[src/rtl/elevator_call_panel.sv]
// Hall and car push-button front end: synchronise, debounce, edge-detect, pulse requests and hold call lamps.
// Optional build macro CAR_CALL_CANCEL_EN: a repeat car-button press cancels that lamp instead of re-pulsing.
module elevator_call_panel #(
    parameter int DEB_CYCLES = 4,
    parameter int CNT_W      = 4
) (
    input  logic       clk,
    input  logic       rst,
    input  logic [7:1] raw_up,
    input  logic [8:2] raw_dn,
    input  logic [8:1] raw_car,
    input  logic [8:1] floor,
    input  logic [1:0] state,
    output logic [7:1] btup,
    output logic [8:2] btdn,
    output logic [8:1] in_bt_floor,
    output logic [7:1] lamp_up,
    output logic [8:2] lamp_dn,
    output logic [8:1] lamp_car,
    output logic       pending
);

    typedef enum logic [1:0] {
        ST_OPEN    = 2'b00,
        ST_DOWN    = 2'b01,
        ST_UP      = 2'b10,
        ST_CLOSING = 2'b11
    } ctrlState_e;

    // All 22 buttons live in one flat vector: up floors 1..7, down floors 2..8, car floors 1..8
    localparam int NB     = 22;
    localparam int DN_LO  = 7;
    localparam int CAR_LO = 14;

    ctrlState_e        stateIn;
    logic [NB-1:0]     rawAll;
    logic [NB-1:0]     sync1_q, sync2_q;
    logic [NB-1:0]     deb_q, deb_d, debPrev_q;
    logic [CNT_W-1:0]  cnt_q [NB];
    logic [CNT_W-1:0]  cnt_d [NB];
    logic [NB-1:0]     press, serve, cancel;
    logic [NB-1:0]     pulse_q, pulse_d;
    logic [NB-1:0]     lamp_q, lamp_d;
    logic              pending_q, pending_d;
    logic              lastDir_q, lastDir_d;
    logic [7:1]        serveUp;
    logic [8:2]        serveDn;
    logic [8:1]        serveCar;

    assign stateIn = ctrlState_e'(state);
    assign rawAll  = {raw_car, raw_dn, raw_up};

    always_comb begin
        deb_d = deb_q;
        for (int b = 0; b < NB; b++) begin
            cnt_d[b] = '0;
            if (sync2_q[b] != deb_q[b]) begin
                if (cnt_q[b] == CNT_W'(DEB_CYCLES - 1)) begin
                    deb_d[b] = sync2_q[b];
                end else begin
                    cnt_d[b] = cnt_q[b] + CNT_W'(1);
                end
            end
        end
    end

    // A non-one-hot floor code means the car position is untrustworthy, so nothing is served
    always_comb begin
        serveUp  = '0;
        serveDn  = '0;
        serveCar = '0;
        if (stateIn == ST_OPEN && $onehot(floor)) begin
            serveCar = floor;
            for (int i = 1; i <= 7; i++) serveUp[i] = floor[i] && (lastDir_q || i == 1);
            for (int i = 2; i <= 8; i++) serveDn[i] = floor[i] && (!lastDir_q || i == 8);
        end
    end

    assign serve = {serveCar, serveDn, serveUp};
    assign press = deb_q & ~debPrev_q;

`ifdef CAR_CALL_CANCEL_EN
    assign cancel = {press[NB-1:CAR_LO] & lamp_q[NB-1:CAR_LO], {CAR_LO{1'b0}}};
`else
    assign cancel = '0;
`endif

    always_comb begin
        pulse_d   = press & ~serve & ~cancel;
        lamp_d    = (lamp_q | pulse_d) & ~serve & ~cancel;
        pending_d = |lamp_d;
        lastDir_d = lastDir_q;
        case (stateIn)
            ST_UP:   lastDir_d = 1'b1;
            ST_DOWN: lastDir_d = 1'b0;
            default: lastDir_d = lastDir_q;
        endcase
    end

    always_ff @(posedge clk) begin
        if (!rst) begin
            sync1_q   <= '0;
            sync2_q   <= '0;
            deb_q     <= '0;
            debPrev_q <= '0;
            pulse_q   <= '0;
            lamp_q    <= '0;
            pending_q <= 1'b0;
            lastDir_q <= 1'b1;
            for (int b = 0; b < NB; b++) cnt_q[b] <= '0;
        end else begin
            sync1_q   <= rawAll;
            sync2_q   <= sync1_q;
            deb_q     <= deb_d;
            debPrev_q <= deb_q;
            pulse_q   <= pulse_d;
            lamp_q    <= lamp_d;
            pending_q <= pending_d;
            lastDir_q <= lastDir_d;
            for (int b = 0; b < NB; b++) cnt_q[b] <= cnt_d[b];
        end
    end

    assign btup        = pulse_q[DN_LO-1:0];
    assign btdn        = pulse_q[CAR_LO-1:DN_LO];
    assign in_bt_floor = pulse_q[NB-1:CAR_LO];
    assign lamp_up     = lamp_q[DN_LO-1:0];
    assign lamp_dn     = lamp_q[CAR_LO-1:DN_LO];
    assign lamp_car    = lamp_q[NB-1:CAR_LO];
    assign pending     = pending_q;

endmodule

[config.mk]
export PLATFORM = sky130hd
export DESIGN_NAME = elevator_call_panel
export DESIGN_NICKNAME = d
export VERILOG_FILES = /design/src/rtl/elevator_call_panel.sv
export SDC_FILE = /design/constraint.sdc
export NUM_CORES = 1
export LEC_CHECK = 0
export BUFFER_PORTS_ARGS = -buffer_cell sky130_fd_sc_hd__buf_2
export CORE_MARGIN = 2
export CORE_UTILIZATION = 65
export CTS_BUF_LIST = sky130_fd_sc_hd__clkbuf_8
export CTS_CLUSTER_DIAMETER = 80
export DETAILED_ROUTE_END_ITERATION = 8
export PLACE_DENSITY = 0.95
export SKIP_CTS_REPAIR_TIMING = 1
export SLEW_MARGIN = 20
export SYNTH_ARGS = -nofsm -noshare
export SYNTH_HDL_FRONTEND = slang
export SYNTH_SLANG_ARGS = --single-unit
[constraint.sdc]
create_clock -name clk -period 10.4 [get_ports clk]
set_clock_uncertainty 0.2 [all_clocks]
set_input_delay 0.52 -clock clk [delete_from_list [all_inputs] [get_ports clk]]
set_output_delay 0.52 -clock clk [all_outputs]
set_load 0.005 [all_outputs]
Yosys cells after proc, flatten, opt, wreduce, memory -nomap -nowiden. Memory sizes are Yosys's and may differ from the RTL's. Index checks and enable logic that the tools add are counted.

Memories kept: 1. Bits in writable memories: 88. Register bits: 134. Input port bits: 34. Latch bits: 0. Output and inout port bits: 45. Word-level logic and storage cells: 245. Bits in read-only memories: 0.

Shift-type cells: 0. $mul: 0. Add/subtract/negate cells: 29. Reductions and logical operators: 39. Divide/modulo/power cells: 0. Bitwise gates (word level): 28. Equal/unequal tests: 47. Order comparisons: 0. Multiplexer cells: 72.

Memories: cnt_q (words 22, width 4, read ports 22, clocked after memory_dff 0, wr ports 22, RTL line 39) `logic [CNT_W-1:0] cnt_q [NB];`.

Operator list (count): $mux W4 (66); $add A4 B1 Y4 const B (22); $eq A4 B2 Y1 const B (22); $and A22 B22 Y22 (3); $not A22 Y22 (2); $reduce_and A2 Y1 (22); $ne A1 B1 Y1 (22); $or A1 B1 Y1 (22); $or A22 B22 Y22 (1); $reduce_or A22 Y1 (1); $mux W7 (2); $logic_and A1 B1 Y1 (13); $add A1 B1 Y2 (4); $mux W8 (1); $add A2 B2 Y3 (2); $add A3 B3 Y4 (1); $eq A4 B1 Y1 const B (1); $eq A2 B1 Y1 const B (1); $eq A2 B2 Y1 const B (1); $logic_not A2 Y1 (1); $mux W1 (2); $pmux W1 S2 (1); $reduce_bool A2 Y1 (1); $logic_not A1 Y1 (1).

Depth between registers and ports, before layout.
Word-level depth: 11. Depth in mapped cells: 13. Gate-level depth less buffers: 13.

Worst setup path after synthesis. Ideal clock, no wire load.

Kind: input-to-reg. Start point: input floor[1] (netlist name). End point: register pending_q, in the netlist pending. Setup time: 0.125 ns. Stages: 13. Required time: 10.075 ns. Slack: 6.274 ns. Arrival: 3.800 ns. Buffers on the path: 0. Cells stage by stage: inv_1 -> fa_1 -> fa_1 -> fa_1 -> inv_1 -> ha_1 -> inv_1 -> fa_1 -> nand3_1 -> a211oi_2 -> nand2_2 -> a2bb2oi_1 -> o41a_1.

Cells in the longest elaborated chain, start to end: 11. Elaborated cells between the ends (all ways): 13. Those cells by class: add/sub (3); eq/ne (1); mux (3); bitwise (4); reduce/logical (2).

Ends and longest elaborated chain: start, declared (RTL line 12) `input logic [8:1] floor,`; $add A1 B1 Y2 (implied by the code) (RTL line 72) `if (stateIn == ST_OPEN && $onehot(floor)) begin`; $add A2 B2 Y3 (implied by the code) (RTL line 72); $add A3 B3 Y4 (implied by the code) (RTL line 72); $eq A4 B1 Y1 (RTL line 72); $logic_and A1 B1 Y1 (RTL line 72); $mux W7 or $mux W8 (tied branches) (RTL line 72); $not A22 Y22 * (RTL line 89, 90); $and A22 B22 Y22 (RTL line 89) `pulse_d = press & ~serve & ~cancel;`; $or A22 B22 Y22 (RTL line 90) `lamp_d = (lamp_q | pulse_d) & ~serve & ~cancel;`; $and A22 B22 Y22 * (RTL line 90); $reduce_or A22 Y1 * (RTL line 91) `pending_d = |lamp_d;`; end signal, assigned (RTL line 118) `pending_q <= pending_d;`; end, declared (RTL line 44) `logic pending_q, pending_d;`.

Every way passes the cells marked *; elsewhere a longest branch is shown, timed or not. A chain may end at the register's enable or synchronous reset.

Final worst setup path.
Start point: input floor[2] (netlist name). End point: register pending_q, in the netlist pending.

Same word-level chain as after synthesis.

==> impl_metrics.yaml <==
synth:
  yosysSeqAreaShare_pct: 55.2
  syn_nets: 907
  synthTopCellsByArea: "dfxtp_1 (55%), nor2_1 (6.3%), and2_1 (5.4%)"
  synthCells: 842
  synth.mux.area_fraction_pct: 0.124
  yosys_warnings: 0
  synth-seq-cells: 222
  synthAdderAreaFrac_pct: 5.19
  synth-compound-area-share_pct: 5.78
  synth_simple_gate_area_share_pct: 23.3
  synth_xor_area_share_pct: 7.17
  synth_top_family_by_area: "simple AND/OR/NAND/NOR gates"
  yosys.area.top_type: "dfxtp_1"
  synth_area_mm2: 0.00806
  synth.top_cell.area_share_pct: 55.2
  synth_edf_count: 0
  syn_avg_cell_area_um2: 9.57
  synth-main-ff-cell: "dfxtp_1"
  synth_cell_type_count: 40
  async_flop_share_pct: 0
sta:
  period_needed_ns: 4.16
  setup_tns_ns: 0
  grt_setup_unrepaired: "false"
  relSlewSlack_pct: 53.2
  fin_crit_sh_pct: 40.0
  hold_viol: 0
  worst_slew_pin_slew_ns: 0.702
  setup_slack_ns: 6.24
  finalSetupViolations: 0
  report.final.slew_viol_count: 0
  fmax_mhz: 240
grt:
  grt_pass1_vias: 5936
  grt_pass1_wl_um: 26400
  grt_max_degree: 85
  overflow: 0
  antenna_found_initial: 0
  gr-usage-all-layers_pct: 24.9
routing:
  wl_met2_um: 8150
  wl_per_cell_um: 14.5
  ant_nets: 0
  route.detailed.drc: 0
  vias_per_cell: 5.26
  dr.pass1.iters: 5
  vias: 5979
  routed_wl_um: 16400
  top_layer: "met4"
  wl_met3_um: 957
  drt_iter0_markers: 411
  m1WireLength_um: 6620
setup_path:
  path_max_fanout: 6
  arrival_ns: 4.35
  crit_required_ns: 10.59
  crit_path_end_kind: "flip-flop"
  start_kind: "input pin"
  crit_type: "in -> reg"
placement:
  pre_cts_slack_ns: 5.81
  port_buffers: 78
  dp_hpwl_um: 10900
  gp_congestion: 0.842
floorplan:
  die_y_um: 115
  die_w_um: 115
  initial_utilization_pct: 66.8
  die_area_mm2: 0.0133
  ios: 79
  row_count: 40
  core_area_mm2: 0.0121
clock_tree:
  cts_made_buffers: 35
  insertion_delay_ns: 0.49
  htreeDepth: 2
  clock_path_buffers: 3
  numClockSinks: 222
  cts_tree: "done"
  cts_root_buf: "clkbuf_8"
  cts.clk_slew.worst_paths_ns: 0.07
cells_and_area:
  nFillCells: 753
  drive_above_1_share_pct: 14.7
  fin_nets: 1007
  syn_to_final_growth_pct: 15.7
  layout.cells.most_common_list: "dfxtp_1 (222), nor2_1 (135), buf_2 (77), and2_1 (69), nand3_1 (67)"
  antenna-diode-count: 0
  layout_commonest_cell: "dfxtp_1"
job:
  drv_cap: 0
status:
  status: "finished, final reports clean"
min_path:
  hp-class: "in -> reg"
power_and_ir_drop:
  powerDensity_mw_per_mm2: 179
  worst_ir_drop_vdd_v: 0.000110
  p_leak_nw: 4.11
==> cell families after synthesis <==
family                     Yosys count
xor gates and xnor gates            66
DFF                                222
AOI/OAI and AO/OA                   66
buffers and inverters               65
and+or+nand+nor                    391
muxes                                1
adders and majority gates           31
==> sequential cells by signal, summed over array words and instances (netlist names) <==
name / cells
sync1_q: 22
pulse_q: 22
cnt_q: 88
lamp_q: 22
debPrev_q: 22
lastDir_q: 1
sync2_q: 22
deb_q: 22
pending: 1
==> Yosys cell counts (2+ instances only) <==
master	instances
and2_1	69
nor2b_1	21
ha_1	27
nand4_1	3
a21boi_0	33
nand3_1	67
dfxtp_1	222
nor2b_4	2
and3_1	16
clkbuf_1	14
nor4_1	2
nand2b_1	2
nor3_1	4
nand2_1	65
o22ai_1	4
o21ai_0	3
xnor2_1	22
a21oi_1	16
fa_1	4
inv_1	49
nor2_1	135
xor2_1	44
==> critical path, cell delays in order <==
cell and delay, ns:
buf_2 0.14, inv_1 0.09, fa_1 0.48, fa_1 0.52, fa_1 0.41, inv_1 0.07
ha_1 0.17, inv_1 0.06, fa_1 0.48, nand3_1 0.12, a211o_2 0.38, nor3_1 0.30
o21ai_0 0.16, o41a_1 0.44
==> metal layers <==
metal / vias to the layer above / GRT usage [%]
li1: 2923 / -
met1: 2787 / 27.5
met2: 204 / 44.7
met3: 65 / 5.64
met4: 0 / 12.5
met5: - / 0
==> worst paths after layout <==
kind	from	endpoint	slack, ns	depth (start not counted)
hold reg to reg	sync1_q[10]	sync2_q[10]	0.23	1
hold / removal	raw_up[3]	sync1_q[2]	0.03	2
setup / recovery	floor[2]	pending	6.24	14
setup reg to reg	deb_q[14]	pending	8.11	6
==> metrics by stage <==
step	cells	instance area [um^2]	util, %	total power, mW	hold WS, ns
2_1_floorplan	842	8060	-	0.926	0.212
3_3_place_gp	1073	8590	71.2	0.941	0.215
3_5_place_dp	1073	8590	71.2	0.945	0.218
4_1_cts	1136	9320	77.3	1.68	0.0161
5_1_grt	1136	9320	77.3	1.73	0.0177
6_report	1136	9320	77.3	1.67	0.0278
==> area by class of cell <==
type	count	area, um^2	share of cell area [%]
repair buffers	79	400	4.29
well taps	168	210	2.25
flip-flops and latches	222	4440	47.7
inverters	49	184	1.97
clock buffers	49	674	7.23
clock inverters	14	58.8	0.631
multi-input cells	555	3350	36.0
==> report_power, final <==
| part | leakage, nW | internal (mW) | switching (mW) |
|---|---|---|---|
| Clock | 0.420 | 0.418 | 0.321 |
| Combinational | 1.89 | 0.0254 | 0.0369 |
| Sequential | 1.80 | 0.861 | 0.00593 |
| Total | 4.11 | 1.30 | 0.364 |
(Power assumes the default switching activity.)
